**config.mk**
```make
export PLATFORM = sky130hd
export DESIGN_NAME = decimator_flat
export DESIGN_NICKNAME = d
export VERILOG_FILES = /design/src/rtl/decimator_if.sv /design/src/rtl/decimator.sv /design/src/flat_wrapper.sv
export SDC_FILE = /design/constraint.sdc
export NUM_CORES = 1
export LEC_CHECK = 0
export BUFFER_PORTS_ARGS = -buffer_cell sky130_fd_sc_hd__buf_4
export CAP_MARGIN = 20
export CORE_MARGIN = 3
export CORE_UTILIZATION = 54
export CTS_CLUSTER_DIAMETER = 50
export DETAILED_ROUTE_END_ITERATION = 8
export PLACE_DENSITY = 0.83
export SLEW_MARGIN = 40
export SYNTH_ARGS = -nofsm -noshare
export SYNTH_HDL_FRONTEND = slang
export SYNTH_SLANG_ARGS = --single-unit
```
**constraint.sdc**
```tcl
create_clock -name clk -period 2.85 [get_ports clk]
set_clock_uncertainty 0.05 [all_clocks]
set_input_delay 0.1425 -clock clk [delete_from_list [all_inputs] [get_ports clk]]
set_output_delay 0.1425 -clock clk [all_outputs]
set_load 0.05 [all_outputs]
```
**src/rtl/decimator_if.sv**
```systemverilog
// ---------------------------------------------------------------------------
// decimator_if : dstream valid/ready handshake bundle.
//
// Signals
//   data  : W-bit signed sample, driven by the producer
//   valid : producer has a sample on data this cycle
//   ready : consumer can take the sample this cycle
//
// Modports
//   master : producer side (drives data/valid, receives ready)
//   slave  : consumer side (receives data/valid, drives ready)
// ---------------------------------------------------------------------------
interface decimator_if #(
  parameter int W = 16
);
  logic [W-1:0] data;
  logic         valid;
  logic         ready;

  modport master (output data, output valid, input ready);
  modport slave  (input data, input valid, output ready);
endinterface

```
**src/rtl/decimator.sv**
```systemverilog
// ---------------------------------------------------------------------------
// decimator : stream decimator placed after the low-pass FIR stage.
//
// Emits one sample for every M accepted input samples. Default build keeps
// the sample at position PHASE of every group of M (bit-exact pass-through).
// With the macro DECIM_AVG_EN defined the block becomes a boxcar-average
// decimator: every group of M samples is summed and the mean (arithmetic
// shift by log2(M), rounding toward -inf) is emitted; PHASE is then ignored
// and M must be a power of two.
//
// A 2-entry output FIFO absorbs downstream backpressure. x.ready depends
// only on registered state, so there is no combinational y.ready -> x.ready
// path. y.data and y.valid come straight from flops.
//
// Ports
//   clk   : system clock, rising edge
//   reset : asynchronous, active-high reset
//   x     : decimator_if.slave  - input stream (data, valid in; ready out)
//   y     : decimator_if.master - output stream (data, valid out; ready in)
//
// Parameters
//   W     : sample width (signed two's complement)
//   M     : decimation factor, 2..256
//   PHASE : kept index within each group of M, 0..M-1
// ---------------------------------------------------------------------------
module decimator #(
  parameter int W     = 16,
  parameter int M     = 4,
  parameter int PHASE = 0
) (
  input  logic           clk,
  input  logic           reset,
  decimator_if.slave     x,
  decimator_if.master    y
);

  localparam int CW = $clog2(M);

`ifdef DECIM_AVG_EN
  localparam bit AVG_EN = 1'b1;
`else
  localparam bit AVG_EN = 1'b0;
`endif

  // Averaging always emits on the last sample of a group.
  localparam int            EMIT     = AVG_EN ? (M - 1) : PHASE;
  localparam logic [CW-1:0] EMIT_CNT = CW'(EMIT);
  localparam logic [CW-1:0] LAST_CNT = CW'(M - 1);

  // ---------------------------------------------------------------------
  // State
  // ---------------------------------------------------------------------
  logic [CW-1:0] cnt_q,     cnt_d;
  logic [1:0]    count_q,   count_d;
  logic [W-1:0]  head_q,    head_d;
  logic [W-1:0]  tail_q,    tail_d;
  logic          y_valid_q, y_valid_d;

  logic          is_emit_s;
  logic          x_ready_s;
  logic          x_fire_s;
  logic          y_fire_s;
  logic          push_s;
  logic          pop_s;
  logic [W-1:0]  push_data_s;

  assign is_emit_s = (cnt_q == EMIT_CNT);
  // Only the emit slot can need buffer space; other samples are always taken.
  assign x_ready_s = (count_q != 2'd2) || !is_emit_s;
  assign x_fire_s  = x.valid && x_ready_s;
  assign y_fire_s  = y_valid_q && y.ready;
  assign push_s    = x_fire_s && is_emit_s;
  assign pop_s     = y_fire_s;

  assign x.ready = x_ready_s;
  assign y.valid = y_valid_q;
  assign y.data  = head_q;

`ifdef DECIM_AVG_EN
  // ---------------------------------------------------------------------
  // Boxcar accumulator (W + log2(M) bits, so a full group cannot overflow)
  // ---------------------------------------------------------------------
  localparam int AW = W + CW;

  logic signed [AW-1:0] acc_q, acc_d;
  logic signed [AW-1:0] x_ext_s;
  logic signed [AW-1:0] sum_s;

  assign x_ext_s = {{CW{x.data[W-1]}}, x.data};
  assign sum_s   = acc_q + x_ext_s;
  // Top W bits of the full sum are the floor-mean of the group.
  assign push_data_s = W'(sum_s >>> CW);

  // Next accumulator value: load on first sample, add in middle, clear on emit.
  always_comb begin
    acc_d = acc_q;
    if (x_fire_s) begin
      if (cnt_q == {CW{1'b0}}) begin
        acc_d = x_ext_s;
      end else if (cnt_q == LAST_CNT) begin
        acc_d = {AW{1'b0}};
      end else begin
        acc_d = sum_s;
      end
    end else begin
      acc_d = acc_q;
    end
  end

  // Accumulator register.
  always_ff @(posedge clk or posedge reset) begin
    if (reset) begin
      acc_q <= {AW{1'b0}};
    end else begin
      acc_q <= acc_d;
    end
  end
`else
  assign push_data_s = x.data;
`endif

  // Phase counter: advances on every accepted input, wraps after M-1.
  always_comb begin
    cnt_d = cnt_q;
    if (x_fire_s) begin
      if (cnt_q == LAST_CNT) begin
        cnt_d = {CW{1'b0}};
      end else begin
        cnt_d = cnt_q + CW'(1);
      end
    end else begin
      cnt_d = cnt_q;
    end
  end

  // Output FIFO next state; head is always the oldest buffered sample.
  always_comb begin
    count_d = count_q;
    head_d  = head_q;
    tail_d  = tail_q;
    case ({push_s, pop_s})
      2'b10: begin
        case (count_q)
          2'd0: begin
            head_d  = push_data_s;
            count_d = 2'd1;
          end
          2'd1: begin
            tail_d  = push_data_s;
            count_d = 2'd2;
          end
          default: begin
            count_d = count_q;
          end
        endcase
      end
      2'b01: begin
        case (count_q)
          2'd1: begin
            count_d = 2'd0;
          end
          2'd2: begin
            head_d  = tail_q;
            count_d = 2'd1;
          end
          default: begin
            count_d = count_q;
          end
        endcase
      end
      2'b11: begin
        // Only reachable with one entry: the pushed sample replaces the head.
        if (count_q == 2'd1) begin
          head_d  = push_data_s;
          count_d = 2'd1;
        end else begin
          count_d = count_q;
        end
      end
      default: begin
        count_d = count_q;
      end
    endcase
    y_valid_d = (count_d != 2'd0);
  end

  // Counter, FIFO and output-valid registers.
  always_ff @(posedge clk or posedge reset) begin
    if (reset) begin
      cnt_q     <= {CW{1'b0}};
      count_q   <= 2'd0;
      head_q    <= {W{1'b0}};
      tail_q    <= {W{1'b0}};
      y_valid_q <= 1'b0;
    end else begin
      cnt_q     <= cnt_d;
      count_q   <= count_d;
      head_q    <= head_d;
      tail_q    <= tail_d;
      y_valid_q <= y_valid_d;
    end
  end

endmodule

```
**src/flat_wrapper.sv**
```systemverilog
// flat-port wrapper written by rule: the top's interface ports become plain ports
module decimator_flat 
#(
  parameter int W     = 16,
  parameter int M     = 4,
  parameter int PHASE = 0
)
  (clk, reset, x_data, x_valid, x_ready, y_data, y_valid, y_ready);
  decimator_if #(.W(W)) x_i ();
  decimator_if #(.W(W)) y_i ();
  input  logic clk;
  input  logic reset;
  input wire logic [$bits(x_i.data)-1:0] x_data;
  input wire logic [$bits(x_i.valid)-1:0] x_valid;
  output wire logic [$bits(x_i.ready)-1:0] x_ready;
  output wire logic [$bits(y_i.data)-1:0] y_data;
  output wire logic [$bits(y_i.valid)-1:0] y_valid;
  input wire logic [$bits(y_i.ready)-1:0] y_ready;
  assign x_i.data = x_data;
  assign x_i.valid = x_valid;
  assign x_ready = x_i.ready;
  assign y_data = y_i.data;
  assign y_valid = y_i.valid;
  assign y_i.ready = y_ready;
  decimator #(.W(W), .M(M), .PHASE(PHASE)) u_core (.clk(clk), .reset(reset), .x(x_i), .y(y_i));
endmodule
```
# After elaboration in Yosys (flattened, before gate mapping)
# Index checks and enable logic that the tools add are counted.
totals:
  reg_bits: 37
  latchBits: 0
  ram_bits: 0
  mem_bits_ro: 0
  in_bits: 20
  n_memories: 0
op_classes:
  add_sub_neg: 1
  n_mul: 0
  div: 0
  n_lt_le_gt_ge: 0
  eq_ne: 10
  n_shift: 0
  mux: 9
  bitwise: 0
  reduce_logical: 11
op_table:
  columns: ["cell", "count"]
  rows:
  - ["$mux W16", 3]
  - ["$pmux W16 S3", 1]
  - ["$eq A2 B2 Y1 const B", 4]
  - ["$pmux W2 S2", 2]
  - ["$pmux W2 S3", 1]
  - ["$eq A2 B1 Y1 const B", 2]
  - ["$logic_not A2 Y1", 2]
  - ["$mux W2", 2]
  - ["$ne A2 B1 Y1 const B", 2]
  - ["$ne A2 B2 Y1 const B", 2]
  - ["$reduce_and A4 Y1", 1]
  - ["$logic_and A1 B1 Y1", 3]
  - ["$reduce_bool A3 Y1", 1]
  - ["$add A2 B1 Y2 const B", 1]
  - ["$reduce_and A2 Y1", 1]
  - ["$reduce_bool A2 Y1", 1]
  - ["$logic_not A1 Y1", 1]
  - ["$logic_or A1 B1 Y1", 1]

# Depth between registers and ports, before layout
logic_depth:
  word_depth: 8
  mapped_depth: 7

# Worst setup path after synthesis
# OpenSTA, ideal clock, no wires.
synth_path:
  kind: "register to register"
  from: "register u_core.count_q[0]"
  to: "register u_core.head_q[10] (netlist: u_core.y.data[10])"
  setup_ns: 0.125
  t_arrival_ns: 1.831
  slack_ns: 0.844
  stages_incl_launch_ff: 8
  path_buffers: 1
  period_less_slack_ns: 2.006
  cell_sequence: "dfrtp_1 > inv_1 > ha_1 > and3b_4 > a21oi_2 > o2bb2ai_4 > buf_6 > mux2_4"
synth_between:
  elab_chain_cells: 7
  elab_cells_between_ends: 16
  cone_classes: "eq/ne: 9; mux: 1; reduce/logical: 6"
synth_lines:
  columns: ["element", "line_no", "rtl"]
  rows:
  - ["start: declaration", "decimator.sv:54", "logic [1:0] count_q, count_d;"]
  - ["start signal: assignment", "decimator.sv:197", "count_q <= count_d;"]
  - ["$ne A2 B2 Y1", "decimator.sv:69", "assign x_ready_s = (count_q != 2'd2) || !is_emit_s;"]
  - ["$logic_or A1 B1 Y1", "decimator.sv:69", null]
  - ["$logic_and A1 B1 Y1", "decimator.sv:70", "assign x_fire_s = x.valid && x_ready_s;"]
  - ["$logic_and A1 B1 Y1", "decimator.sv:72", "assign push_s = x_fire_s && is_emit_s;"]
  - ["$eq A2 B2 Y1 or $eq A2 B1 Y1 (tied branches)", "decimator.sv:141", "case ({push_s, pop_s})"]
  - ["$ne A2 B1 Y1 (no source line), or another cell as far along", null, null]
  - ["$reduce_and A4 Y1 (no source line)", null, null]
  - ["end signal: assignment", "decimator.sv:192", "head_q <= {W{1'b0}};"]
  - ["end: declaration", "decimator.sv:55", "logic [W-1:0] head_q, head_d;"]
# Several ways; a longest one is shown, not always the timed one.
# A chain may end at the register's enable or synchronous reset.

# Worst setup path in the final report
layout_path:
  from: "register u_core.count_q[0]"
  to: "register u_core.head_q[13] (netlist: u_core.y.data[13])"
# Same word-level chain as after synthesis.

==> summary by stage <==
Outcome
The flow ran to the end, and the final reports show no timing, DRC or antenna violations.

Placed design
The count of buffers added on input and output ports is 37. The placer's final routability congestion estimate is 0.863. The post-DP HPWL is 2.42 mm.

Critical path
Data arrives at the worst endpoint at 2490 ps. Counting both buffers and inverters, the worst setup path holds a total of 1. The maximum fanout count along the critical path is 16. The maximum cell stage delay along the critical path is 530 ps. Traced cell by cell, the critical path runs through inv_1 -> ha_1 -> and3b_4 -> a21oi_2 -> o2bb2ai_4 -> mux2_2.

Data on the critical path is required at its endpoint by between 3000 and 4000 ps. The cell with the largest stage delay on the worst path is sky130_fd_sc_hd__o2bb2ai_4. The class of the most critical setup path is reg -> reg.

In this design, the largest share of critical-path delay is due to compound AO/OA/AOI/OAI gates. The critical path startpoint category is a flop. The kind of end point of the critical path is a flop.

Routing
The overall via count from detail_route is 1190. Once detail routing completed, the nets flagged for antenna violations numbered 0. The DRC violations left is 0.

The first detailed-routing pass ran for 4 iterations. The detailed-route vias per instance is 5.20. The DRC marker count from the first detailed-route iteration is 46. The average wire length per cell after detail routing is 15.3 um.

The routed design has approximately 3.5 mm of wire.

Clocking
The number of gates resized after cts is 0. After clock tree synthesis, the clock-pin slew on the worst setup and hold paths is 110 ps. The number of clock buffers inserted by TritonCTS is 5. The clock latency on the worst-skew pair is 340 ps. The maximum buffer depth of the clock tree is 2.

CTS built an H-tree with a depth of 2. For this design, the sink count on the clock tree is 37. TritonCTS built the clock tree.

The buffer cell driving the clock tree root is sky130_fd_sc_hd__clkbuf_4.

Die
During I/O placement, the number of pins put on the boundary was 38. The overall die width is 65.1 um. The floorplan step defined a die boundary enclosing 4230 um2.

Once the floorplan was initialized, standard cells occupied approximately 59% of the core. The number of rows in the core area is 20. The region available for standard cell placement spans 3180 um2.

The die boundary height is 65.1 um.

Synthesis
After synthesis the cells add up to 1880 um2. In the synthesized netlist, the cells that appear most often are sky130_fd_sc_hd__dfrtp_1, sky130_fd_sc_hd__mux2_2, sky130_fd_sc_hd__mux2_4. Yosys mapped a number of flops with a built-in enable equal to 0. The top cell type's share of synthesized area is between 40% and 50%.

The gate count after technology mapping is between 100 and 150. The share of the Yosys chip area taken by registers is 49.2%. The average cell area after synthesis is 14.8 um2. Yosys attributes the largest share of cell area to sky130_fd_sc_hd__dfrtp_1, sky130_fd_sc_hd__mux2_2, sky130_fd_sc_hd__mux2_4, sky130_fd_sc_hd__ha_1, sky130_fd_sc_hd__o2bb2ai_4.

The number of unique standard cell types used by synthesis is 23. The biggest area consumer among synthesized cells is sky130_fd_sc_hd__dfrtp_1. The most used flip-flop cell after synthesis is sky130_fd_sc_hd__dfrtp_1. The number of nets produced by synthesis is 154. The most common cell in the synthesized netlist is sky130_fd_sc_hd__dfrtp_1.

The synthesized design contains 37 register bits. The Yosys step of the flow raised 0 warnings. In the synthesized netlist the async set-or-reset flop fraction comes to 100%.

Global routing
The total routing resource utilization after global routing is 18.7%. The via count of the first global-routing pass was 1318. The number of antenna violations at the first check in global routing is 0. The first global-routing pass estimated 5.98 mm of wire. Entering global routing, the biggest net connects 38 pins. The sum of overflow across all layers after global routing is 0.

Power
The total power density per cell area is about 1100 nW/um2. The maximum resistive drop on vdd is roughly 700 uV. Summed over all cells, the static leakage comes to 1.13 nW.

STA
The post-route fraction of the period consumed by the critical path is 81.2%. The maximum operating frequency is 432 MHz. The minimum clock period is 2310 ps. The number of endpoints with negative hold slack in the final report is 0. Setup repair after global routing left no endpoint under its margin. The summed negative setup slack over all endpoints is 0 ps. The measured slew at the worst slew-check pin is 619 ps. The headroom to the max-slew limit is 58.7%. Setup violations remaining at the end of the flow were counted as 0. The count of final max-slew check failures is 0.

Min path
The path type of the worst min-delay path is in -> reg.

Finish
The relative area change from synthesis to final layout is 27.2%. The repair_antennas step left the layout with diodes totalling 0. For this run, the share of the core covered by cells in the final layout is 75.4%. After filler insertion, the fill cell instance count of the layout stands at 213.

The final layout net count is 212. In the final layout, the share of cells above drive strength 1 is ~54%.

Flow run
The number of maximum-capacitance constraint violations is 0.
-- report_power, final --
group | total [W] | switching, W | internal, W
Combinational | 0.00153 | 0.000839 | 0.000688
Clock | 0.000281 | 0.000164 | 0.000117
Sequential | 0.000939 | 0.000150 | 0.000789
-- metrics by stage --
stage	total power, W	area (um2)	hold WS (ps)	setup WS [ps]	instances
finish	0.00275	2400	8.38	535	229
global route	0.00291	2400	8.32	401	229
CTS	0.00276	2400	3.48	519	229
detailed placement	0.00247	2180	233	522	206
global placement	0.00240	2180	221	617	206
floorplan	0.00211	1880	243	844	127
-- cell usage in the layout, fill, tap and decap left out, types with 2 or more instances in the layout --
cell                             n
sky130_fd_sc_hd__o21ai_0         3
sky130_fd_sc_hd__mux2_2         30
sky130_fd_sc_hd__nand2_1         5
sky130_fd_sc_hd__nor2_4          2
sky130_fd_sc_hd__dlygate4sd3_1  16
sky130_fd_sc_hd__and2_1          2
sky130_fd_sc_hd__ha_1            7
sky130_fd_sc_hd__nand3b_1        2
sky130_fd_sc_hd__nor2_1          2
sky130_fd_sc_hd__clkbuf_4        5
sky130_fd_sc_hd__mux2_4         18
sky130_fd_sc_hd__buf_4          38
sky130_fd_sc_hd__inv_1           6
sky130_fd_sc_hd__dfrtp_1        37
-- registers in the layout, summed over array words and instances (netlist names) --
register        cells
u_core.tail_q      16
u_core.y.data      16
u_core.cnt_q        2
u_core.count_q      2
u_core.y.valid      1
-- final timing paths --
kind	startpoint	to	slack (ps)	cells after the start
min	x_data[6]	u_core.tail_q[6]$_DFFE_PP0P_	8	2
min reg2reg	u_core.tail_q[14]$_DFFE_PP0P_	u_core.tail_q[14]$_DFFE_PP0P_	460	1
max reg2reg	u_core.count_q[0]$_DFF_PP0_	u_core.y.data[13]$_DFFE_PP0P_	540	6
min in group asynchronous	reset	u_core.tail_q[11]$_DFFE_PP0P_	420	4
max	u_core.count_q[0]$_DFF_PP0_	u_core.y.data[13]$_DFFE_PP0P_	540	6
max in group asynchronous	reset	u_core.y.valid$_DFF_PP0_	2000	4
-- final cells by class --
cell class | count | area [um2] | area share, %
Clock buffer | 7 | 55.1 | 2.30
Inverter | 6 | 22.5 | 0.940
Multi-Input combinational cell | 81 | 892 | 37.2
Sequential cell | 37 | 926 | 38.6
Tap cell | 44 | 55.1 | 2.30
Timing Repair Buffer | 54 | 445 | 18.6
-- cell families (layout without fill, tap and decap cells) --
kind of cell / Yosys count / count (layout) / share of synthesized area, %
AOI/OAI and AO/OA: 9 / 9 / 4.59
adders and majority gates: 7 / 7 / 4.65
buffers and inverters: 9 / 67 / 3.46
DFF: 37 / 37 / 49.2
muxes: 49 / 49 / 32.8
and+or+nand+nor: 16 / 16 / 5.32
-- repair_timing --
action,in CTS,in global routing
hold buffers,16,0
endpoints found under the hold margin,52,0
setup buffers,0,0
-- worst reg2reg max path, delay by kind of cell, from the launching register on --
family	cells	cell delay [ps]
muxes	1	410
buffers and inverters	1	110
AOI/OAI and AO/OA	2	610
adders and majority gates	1	260
DFF	1	400
and+or+nand+nor	1	360
-- routing by layer --
layer,vias up,track usage (%),wire [um]
li1,566,-,-
met1,582,21.5,1460
met2,33,33.1,1790
met3,9,3.99,166
met4,0,8.55,83
met5,-,0,0
Note: power is estimated with default switching activity, not from simulation.
